--- src/rtl/soc_system_dipsw_debounce_pio_pkg.sv ---
// Shared definitions for the DIP-switch input PIO: register map, edge-type
// encodings (also used by the companion output PIO) and edge qualification.
package soc_system_dipsw_debounce_pio_pkg;

  // Avalon word addresses of the PIO register map
  localparam logic [1:0] PIO_ADDR_DATA    = 2'd0;
  localparam logic [1:0] PIO_ADDR_RSVD    = 2'd1;
  localparam logic [1:0] PIO_ADDR_IRQMASK = 2'd2;
  localparam logic [1:0] PIO_ADDR_EDGECAP = 2'd3;

  // Edge-capture sensitivity encodings
  localparam int EDGE_RISING  = 0;
  localparam int EDGE_FALLING = 1;
  localparam int EDGE_ANY     = 2;

  localparam int PIO_BUS_W = 32;

  // Reduce a rise/fall pulse pair to the single pulse that edge capture sees.
  function automatic logic edge_select(input int edge_type, input logic rise, input logic fall);
    logic sel;
    sel = 1'b0;
    case (edge_type)
      EDGE_RISING:  sel = rise;
      EDGE_FALLING: sel = fall;
      default:      sel = rise | fall;
    endcase
    return sel;
  endfunction

endpackage

--- src/rtl/soc_system_dipsw_debounce_pio_if.sv ---
// Avalon-MM slave bus of the DIP-switch PIO (zero wait states).
// Handshake: a write is accepted on any clock edge where chipselect=1 and
// write_n=0; there is no waitrequest. readdata is a combinational function of
// address and the registers and is valid in the same cycle; reads have no
// side effects.
interface soc_system_dipsw_debounce_pio_if;
  import soc_system_dipsw_debounce_pio_pkg::*;

  logic [1:0]           address;
  logic                 chipselect;
  logic                 write_n;
  logic [PIO_BUS_W-1:0] writedata;
  logic [PIO_BUS_W-1:0] readdata;

  modport master (
    output address, chipselect, write_n, writedata,
    input  readdata
  );

  modport slave (
    input  address, chipselect, write_n, writedata,
    output readdata
  );
endinterface

--- src/rtl/soc_system_dipsw_debounce_pio_debounce_bit.sv ---
// One switch input: 2-FF synchroniser, hold counter and accepted (stable)
// level. rise/fall are single-cycle pulses registered alongside the stable
// update, so they are high during the cycle right after stable changes.
module soc_system_debounce_bit #(
  parameter int   DEBOUNCE_CYCLES = 50000,
  parameter logic RESET_BIT       = 1'b0
) (
  input  logic clk,
  input  logic reset,
  input  logic raw,
  output logic stable,
  output logic rise,
  output logic fall
);
  localparam int CW = (DEBOUNCE_CYCLES > 2) ? $clog2(DEBOUNCE_CYCLES) : 1;
  localparam logic [CW-1:0] CNT_MAX = CW'(DEBOUNCE_CYCLES - 1);

  logic          q1;
  logic          q2;
  logic          sync;
  logic [CW-1:0] cnt;

  assign sync = q2;

  // Two-stage synchroniser for the asynchronous switch level
  always_ff @(posedge clk) begin
    if (reset) begin
      q1 <= 1'b0;
      q2 <= 1'b0;
    end else begin
      q1 <= raw;
      q2 <= q1;
    end
  end

  // Count consecutive cycles of disagreement; accept the new level on the last one
  always_ff @(posedge clk) begin
    if (reset) begin
      cnt    <= '0;
      stable <= RESET_BIT;
      rise   <= 1'b0;
      fall   <= 1'b0;
    end else begin
      rise <= 1'b0;
      fall <= 1'b0;
      if (sync == stable) begin
        cnt <= '0;
      end else if (cnt == CNT_MAX) begin
        // acceptance clears the counter, so it never wraps
        stable <= sync;
        cnt    <= '0;
        rise   <= sync;
        fall   <= ~sync;
      end else begin
        cnt <= cnt + CW'(1);
      end
    end
  end

endmodule

--- src/rtl/soc_system_dipsw_debounce_pio.sv ---
// DIP-switch input PIO: debounced levels on DATA, maskable edge capture with a
// registered level interrupt to the HPS.
module soc_system_dipsw_debounce_pio
  import soc_system_dipsw_debounce_pio_pkg::*;
#(
  parameter int               WIDTH           = 4,
  parameter int               DEBOUNCE_CYCLES = 50000,
  parameter int               EDGE_TYPE       = 2,
  parameter logic [WIDTH-1:0] RESET_VALUE     = '0
) (
  input  logic                             clk,
  input  logic                             reset,
  soc_system_dipsw_debounce_pio_if.slave   bus,
  input  logic [WIDTH-1:0]                 in_port,
  output logic                             irq
);

  logic [WIDTH-1:0] stable;
  logic [WIDTH-1:0] rise;
  logic [WIDTH-1:0] fall;
  logic [WIDTH-1:0] edge_pulse;
  logic [WIDTH-1:0] edge_cap;
  logic [WIDTH-1:0] irq_mask;
  logic [WIDTH-1:0] cap_clear;
  logic             wr_en;
  logic             unused_writedata;

  assign unused_writedata = &{1'b0, bus.writedata};

  for (genvar i = 0; i < WIDTH; i++) begin : g_bit
    soc_system_debounce_bit #(
      .DEBOUNCE_CYCLES (DEBOUNCE_CYCLES),
      .RESET_BIT       (RESET_VALUE[i])
    ) u_debounce (
      .clk    (clk),
      .reset  (reset),
      .raw    (in_port[i]),
      .stable (stable[i]),
      .rise   (rise[i]),
      .fall   (fall[i])
    );
  end

  assign wr_en = bus.chipselect & ~bus.write_n;

  // Qualify debounced edges by the configured sensitivity
  always_comb begin
    edge_pulse = '0;
    for (int i = 0; i < WIDTH; i++) begin
      edge_pulse[i] = edge_select(EDGE_TYPE, rise[i], fall[i]);
    end
  end

  // Write-1-to-clear mask for the edge capture register
  always_comb begin
    cap_clear = '0;
    if (wr_en && (bus.address == PIO_ADDR_EDGECAP)) begin
      cap_clear = bus.writedata[WIDTH-1:0];
    end
  end

  // Mask register, edge capture (set beats clear) and registered interrupt
  always_ff @(posedge clk) begin
    if (reset) begin
      irq_mask <= '0;
      edge_cap <= '0;
      irq      <= 1'b0;
    end else begin
      if (wr_en && (bus.address == PIO_ADDR_IRQMASK)) begin
        irq_mask <= bus.writedata[WIDTH-1:0];
      end
      edge_cap <= (edge_cap & ~cap_clear) | edge_pulse;
      irq      <= |(edge_cap & irq_mask);
    end
  end

  // Zero-wait-state read mux; unused bits and the reserved word read 0
  always_comb begin
    bus.readdata = '0;
    case (bus.address)
      PIO_ADDR_DATA:    bus.readdata[WIDTH-1:0] = stable;
      PIO_ADDR_IRQMASK: bus.readdata[WIDTH-1:0] = irq_mask;
      PIO_ADDR_EDGECAP: bus.readdata[WIDTH-1:0] = edge_cap;
      default:          bus.readdata = '0;
    endcase
  end

endmodule

--- src/flat_wrapper.sv ---
// flat-port wrapper written by rule: the top's interface ports become plain ports
module soc_system_dipsw_debounce_pio_flat import soc_system_dipsw_debounce_pio_pkg::*;
#(
  parameter int               WIDTH           = 4,
  parameter int               DEBOUNCE_CYCLES = 50000,
  parameter int               EDGE_TYPE       = 2,
  parameter logic [WIDTH-1:0] RESET_VALUE     = '0
)
  (clk, reset, in_port, irq, bus_address, bus_chipselect, bus_write_n, bus_writedata, bus_readdata);
  soc_system_dipsw_debounce_pio_if bus_i ();
  input  logic clk;
  input  logic reset;
  input  logic [WIDTH-1:0] in_port;
  output logic irq;
  input wire logic [$bits(bus_i.address)-1:0] bus_address;
  input wire logic [$bits(bus_i.chipselect)-1:0] bus_chipselect;
  input wire logic [$bits(bus_i.write_n)-1:0] bus_write_n;
  input wire logic [$bits(bus_i.writedata)-1:0] bus_writedata;
  output wire logic [$bits(bus_i.readdata)-1:0] bus_readdata;
  assign bus_i.address = bus_address;
  assign bus_i.chipselect = bus_chipselect;
  assign bus_i.write_n = bus_write_n;
  assign bus_i.writedata = bus_writedata;
  assign bus_readdata = bus_i.readdata;
  soc_system_dipsw_debounce_pio #(.WIDTH(WIDTH), .DEBOUNCE_CYCLES(DEBOUNCE_CYCLES), .EDGE_TYPE(EDGE_TYPE), .RESET_VALUE(RESET_VALUE)) u_core (.clk(clk), .reset(reset), .bus(bus_i), .in_port(in_port), .irq(irq));
endmodule
--- config.mk ---
export PLATFORM = sky130hd
export DESIGN_NAME = soc_system_dipsw_debounce_pio_flat
export DESIGN_NICKNAME = d
export VERILOG_FILES = /design/src/rtl/soc_system_dipsw_debounce_pio_pkg.sv /design/src/rtl/soc_system_dipsw_debounce_pio_if.sv /design/src/rtl/soc_system_dipsw_debounce_pio_debounce_bit.sv /design/src/rtl/soc_system_dipsw_debounce_pio.sv /design/src/flat_wrapper.sv
export SDC_FILE = /design/constraint.sdc
export NUM_CORES = 1
export LEC_CHECK = 0
export ABC_AREA = 1
export CAP_MARGIN = 20
export CORE_MARGIN = 2
export CORE_UTILIZATION = 33
export DETAILED_ROUTE_END_ITERATION = 16
export GPL_ROUTABILITY_DRIVEN = 0
export SYNTH_ARGS = -nofsm -noshare
export SYNTH_HDL_FRONTEND = slang
export SYNTH_SLANG_ARGS = --single-unit
--- constraint.sdc ---
create_clock -name clk -period 2.27 [get_ports clk]
set_input_delay 0.454 -clock clk [delete_from_list [all_inputs] [get_ports clk]]
set_output_delay 0.454 -clock clk [all_outputs]
set_load 0.05 [all_outputs]
[Word-level counts from Yosys, hierarchy flattened]
Index checks and enable logic that the tools add are counted.
Word-level totals
  register bits: 93
  input bits: 42
  output and inout port bits: 33
Operators by class
  $add $sub $neg: 4
  equal/unequal tests: 10
  mux-type cells: 2
  bitwise gates (word level): 22
  reductions and logical operators: 16
Operators with widths (number)
  16-bit by 1-bit adder with 16-bit output, second input constant: 4
  16-bit == test, second input constant: 4
  3-bit OR reduction: 8
  1-bit inverter: 13
  4-bit one-hot mux with 3 select lines: 1
  4-bit AND: 2
  2-bit AND reduction: 4
  1-bit == test: 4
  2-bit == test, second input constant: 2
  4-bit two-way mux: 1
  4-bit inverter: 1
  1-bit bitwise OR: 4
  4-bit bitwise OR: 1
  4-bit OR reduction: 1
  1-bit logical AND: 2
  2-bit logical NOT: 1
  1-bit AND: 1

[Depth between registers and ports, before layout]
  word-level depth: 7
  mapped depth: 8
  gate-level depth less buffers: 8

[Modules after synthesis]
A second synthesis with hierarchy kept.
Unflattened totals
  cell total of the unflattened synthesis: 683
  area, all modules: 4879.7 µm²
Modules (own cells, without submodules)
  soc_system_debounce_bit: times used 4, cells each 146, area an instance 1051.0 µm², sequential area each 420.4 µm²
  soc_system_dipsw_debounce_pio: times used 1, cells each 99, area an instance 675.6 µm², sequential area each 180.2 µm²

[Worst setup path before layout]
Ideal clock, no wire load.
  kind: input -> output
  start point: input port bus_address[0]
  end point: output port bus_readdata[0]
  arrival time: 1415 ps
  required time: 1816 ps
  path slack: 401 ps
  stages: 3
  path buffers: 0
  path through: inv_1 > nand2_1 > o221ai_1
Between the ends
  cells in the longest elaborated chain, start to end: 2
  elaborated cells between the ends (all ways): 4
Ends and longest elaborated chain
  start, declared: RTL line flat_wrapper.sv:15  | input wire logic [$bits(bus_i.address)-1:0] bus_address;
  2-bit == test / 2-bit logical NOT (equally long branches): RTL line soc_system_dipsw_debounce_pio.sv:80  | case (bus.address)
  4-bit one-hot mux with 3 select lines *: RTL line soc_system_dipsw_debounce_pio.sv:80
  end, declared: RTL line flat_wrapper.sv:19  | output wire logic [$bits(bus_i.readdata)-1:0] bus_readdata;
Every way passes the cells marked *; elsewhere a longest branch is shown, timed or not.

[Worst setup path in the final report]
  start point: input port bus_address[1]
  end point: output port bus_readdata[3]
The elaborated chain is that of the path after synthesis.

==> out/qor.yml <==
run_status:
  status: "finished, final reports clean"
die:
  dieArea_um2: 14600
  io_pins: 75
  initial_utilization: 0.338
  rows: 42
  coreArea_um2: 13300
  die_h_um: 121
  dieWidth_um: 121
global_route:
  grt.overflow.total: 0
  antenna_found_initial: 0
  grt_start_max_net_pins: 17
  grt_pass1_vias: 3564
  grt_pass1_wl_um: 15100
  track_usage: 0.128
critical_path:
  required_ns: 1.82
  cp_cell_sequence: "clkdlybuf4s50_1 > nand2_1 > o221ai_1 > buf_12"
  reg2reg_from: "u_core.g_bit[3].u_debounce.cnt[0]$_SDFF_PP0_"
  cp_max_fo: 5
  crit_start: "bus_address[1]"
  cp.arrival_ns: 1.67
  path_buf_inv: 2
  crit_type: "in -> out"
  rrSetupSlack_ns: 0.73
  crit_path_end_kind: "output port"
  crit_path_top_delay_cell: "clkdlybuf4s50_1"
  startpoint_type: "input pin"
  slowest_delay_ns: 0.54
  path_delay_family: "buffers and inverters"
yosys:
  yosys.area.top_type: "dfxtp_1"
  yosysWarnings: 0
  yosysTopAreaCellShare: 0.414
  ys_dominant_reg_cell: "dfxtp_1"
  ys_ff_latch: 93
  avgSynthCellArea_um2: 7.17
  synth_cell_types: 34
  synth.top_cells.by_count: "nor2_1 (127), nand2_1 (116), dfxtp_1 (93), inv_1 (71), nand3_1 (41)"
  synth.area.top_cells: "dfxtp_1 (41%), nor2_1 (11%), nand2_1 (9.7%)"
  ys_async_sr_fraction: 0
  netlist_area_um2: 4500
  ys_seq_area_frac: 0.414
  yosysMostFrequentCell: "nor2_1"
  synth_edf_count: 0
  synthCells: 627
drt:
  drt_iter0_drc: 228
  wl_per_cell_um: 10.6
  vias: 3757
  viasPerCell: 4.52
  route.detailed.drc: 0
  ant_nets: 0
  drt_first_pass_iters: 7
  wl_um: 8820
power:
  power.switching_mw: 0.779
  power.density_nw_per_um2: 634
  power_frac_comb: 0.059
  power_frac_seq: 0.516
  pwr-share-clk: 0.426
  p_leak_nw: 1.62
  power_switching_share: 0.244
  vdd_drop_max_uv: 329
  p_int_mw: 2.42
sta:
  whs_ns: 0.403
  clock_skew_ns: 0.00960
  tightest_slew_ns: 0.531
  setup_viol: 0
  drv_slew: 0
  min_period_ns: 2.13
  max-slew-margin-rel: 0.645
  finalCritPeriodShare: 0.936
  hold_viol: 0
  rsz0062_at_grt: "no"
  fmax_ghz: 0.471
  finalSetupTns_ns: 0
finish:
  utilization: 0.380
  finalInstanceArea_um2: 5050
  final_net_count: 696
  area_growth_pct: 12.2
  final_cell_count_no_fill: 831
  num_antenna_cells: 0
  drive_gt1_frac: 0.0687
clock_network:
  cts_tree: "built"
  htree_levels: 3
  cts_made_buffers: 9
  cts.sinks: 93
  clkTransAtPathRegs_ns: 0.06
  post_cts_resized: 0
  clk_latency_ns: 0.34
  cts_hold_buffers: 0
  cts_buffer_depth: 2
  post_cts_buffers: 0
  clockRootBuffer: "clkbuf_16"
placement:
  portBuffers: 18
  placed_cell_area_um2: 4780
  dp_hpwl_um: 6640
  dp.cells: 815
min_path:
  hp-class: "reg -> reg"
  hold_path.startpoint: "u_core.g_bit[2].u_debounce.q1$_SDFF_PP0_"
run:
  cap_violations: 0
==> through the flow <==
step           total power, mW  worst slack [ns]
2_1_floorplan             1.87             0.401
3_3_place_gp              1.87             0.136
3_5_place_dp              1.87             0.132
4_1_cts                   3.24             0.129
5_1_grt                   3.32            0.0531
6_report                  3.20             0.145
==> registers in the layout (all words and copies together), names as in the netlist <==
signal / flops
u_core.g_bit.u_debounce.cnt: 64
u_core.edge_cap: 4
u_core.g_bit.u_debounce.fall: 4
u_core.g_bit.u_debounce.q1: 4
u_core.g_bit.u_debounce.q2: 4
u_core.g_bit.u_debounce.rise: 4
u_core.g_bit.u_debounce.stable: 4
u_core.irq_mask: 4
u_core.irq: 1
==> layer usage <==
layer | track usage | part of all wire | vias up
met4 | 0.0458 | 0.0095 | 0
li1 | - | - | 1980
met2 | 0.213 | 0.47 | 67
met5 | 0 | 0 | -
met1 | 0.157 | 0.49 | 1702
met3 | 0.0349 | 0.037 | 8
==> power by group through the flow <==
stage	sequential [mW]	clock (mW)	combinational [mW]
after floorplan	1.68	0	0.188
after global placement	1.68	0	0.186
after detailed placement	1.69	0	0.188
after CTS	1.65	1.41	0.189
after global routing	1.65	1.47	0.203
final	1.65	1.36	0.188
==> cells by family (layout without fill, tap and decap cells) <==
group | after synthesis | in the layout | share of synthesized area
other | 1 | 28 | 0.000834
AO/OA/AOI/OAI | 64 | 64 | 0.0821
XOR/XNOR | 25 | 25 | 0.0487
adder cells (fa/ha/maj) | 4 | 4 | 0.0111
AND/OR/NAND/NOR | 334 | 334 | 0.323
flip-flops | 93 | 93 | 0.414
buffers and inverters | 106 | 107 | 0.120
==> worst min-delay path, delay by kind of cell (launching register included) <==
family,cells,cell delay [ns]
buffers and inverters,1,0.04
and+or+nand+nor,1,0.03
DFF,1,0.30
==> cell type report <==
type	instances	area [um2]
Fill cell	1394	8250
Clock buffer	10	229
Multi-Input combinational cell	455	2200
Tap cell	176	220
Clock inverter	6	40.0
Timing Repair Buffer	19	228
Inverter	72	270
Sequential cell	93	1860
==> worst paths after layout <==
kind              depth (start not counted)                                       endpoint
setup / recovery                          4                                bus_readdata[3]
hold / removal                            2       u_core.g_bit[2].u_debounce.q2$_SDFF_PP0_
setup reg to reg                          6  u_core.g_bit[3].u_debounce.cnt[15]$_SDFF_PP0_
hold reg to reg                           2       u_core.g_bit[2].u_debounce.q2$_SDFF_PP0_
==> cell usage in the layout, fill, tap and decap left out, drive strengths merged, types with 3 or more instances in the layout <==
cell type,synthesis,layout
nor2,136,136
nand2,121,121
dfxtp,93,93
inv,72,72
nand3,44,44
a21oi,38,38
conb,1,28
nand4,17,17
o21ai,15,15
clkdlybuf4s50,0,14
xnor2,13,13
xor2,12,12
clkbuf,1,10
nor3,7,7
buf,33,5
o221ai,4,4
ha,4,4
clkinvlp,0,4
nand3b,3,3
o21bai,3,3
or2,3,3
Power figures use the tool's default switching activity.
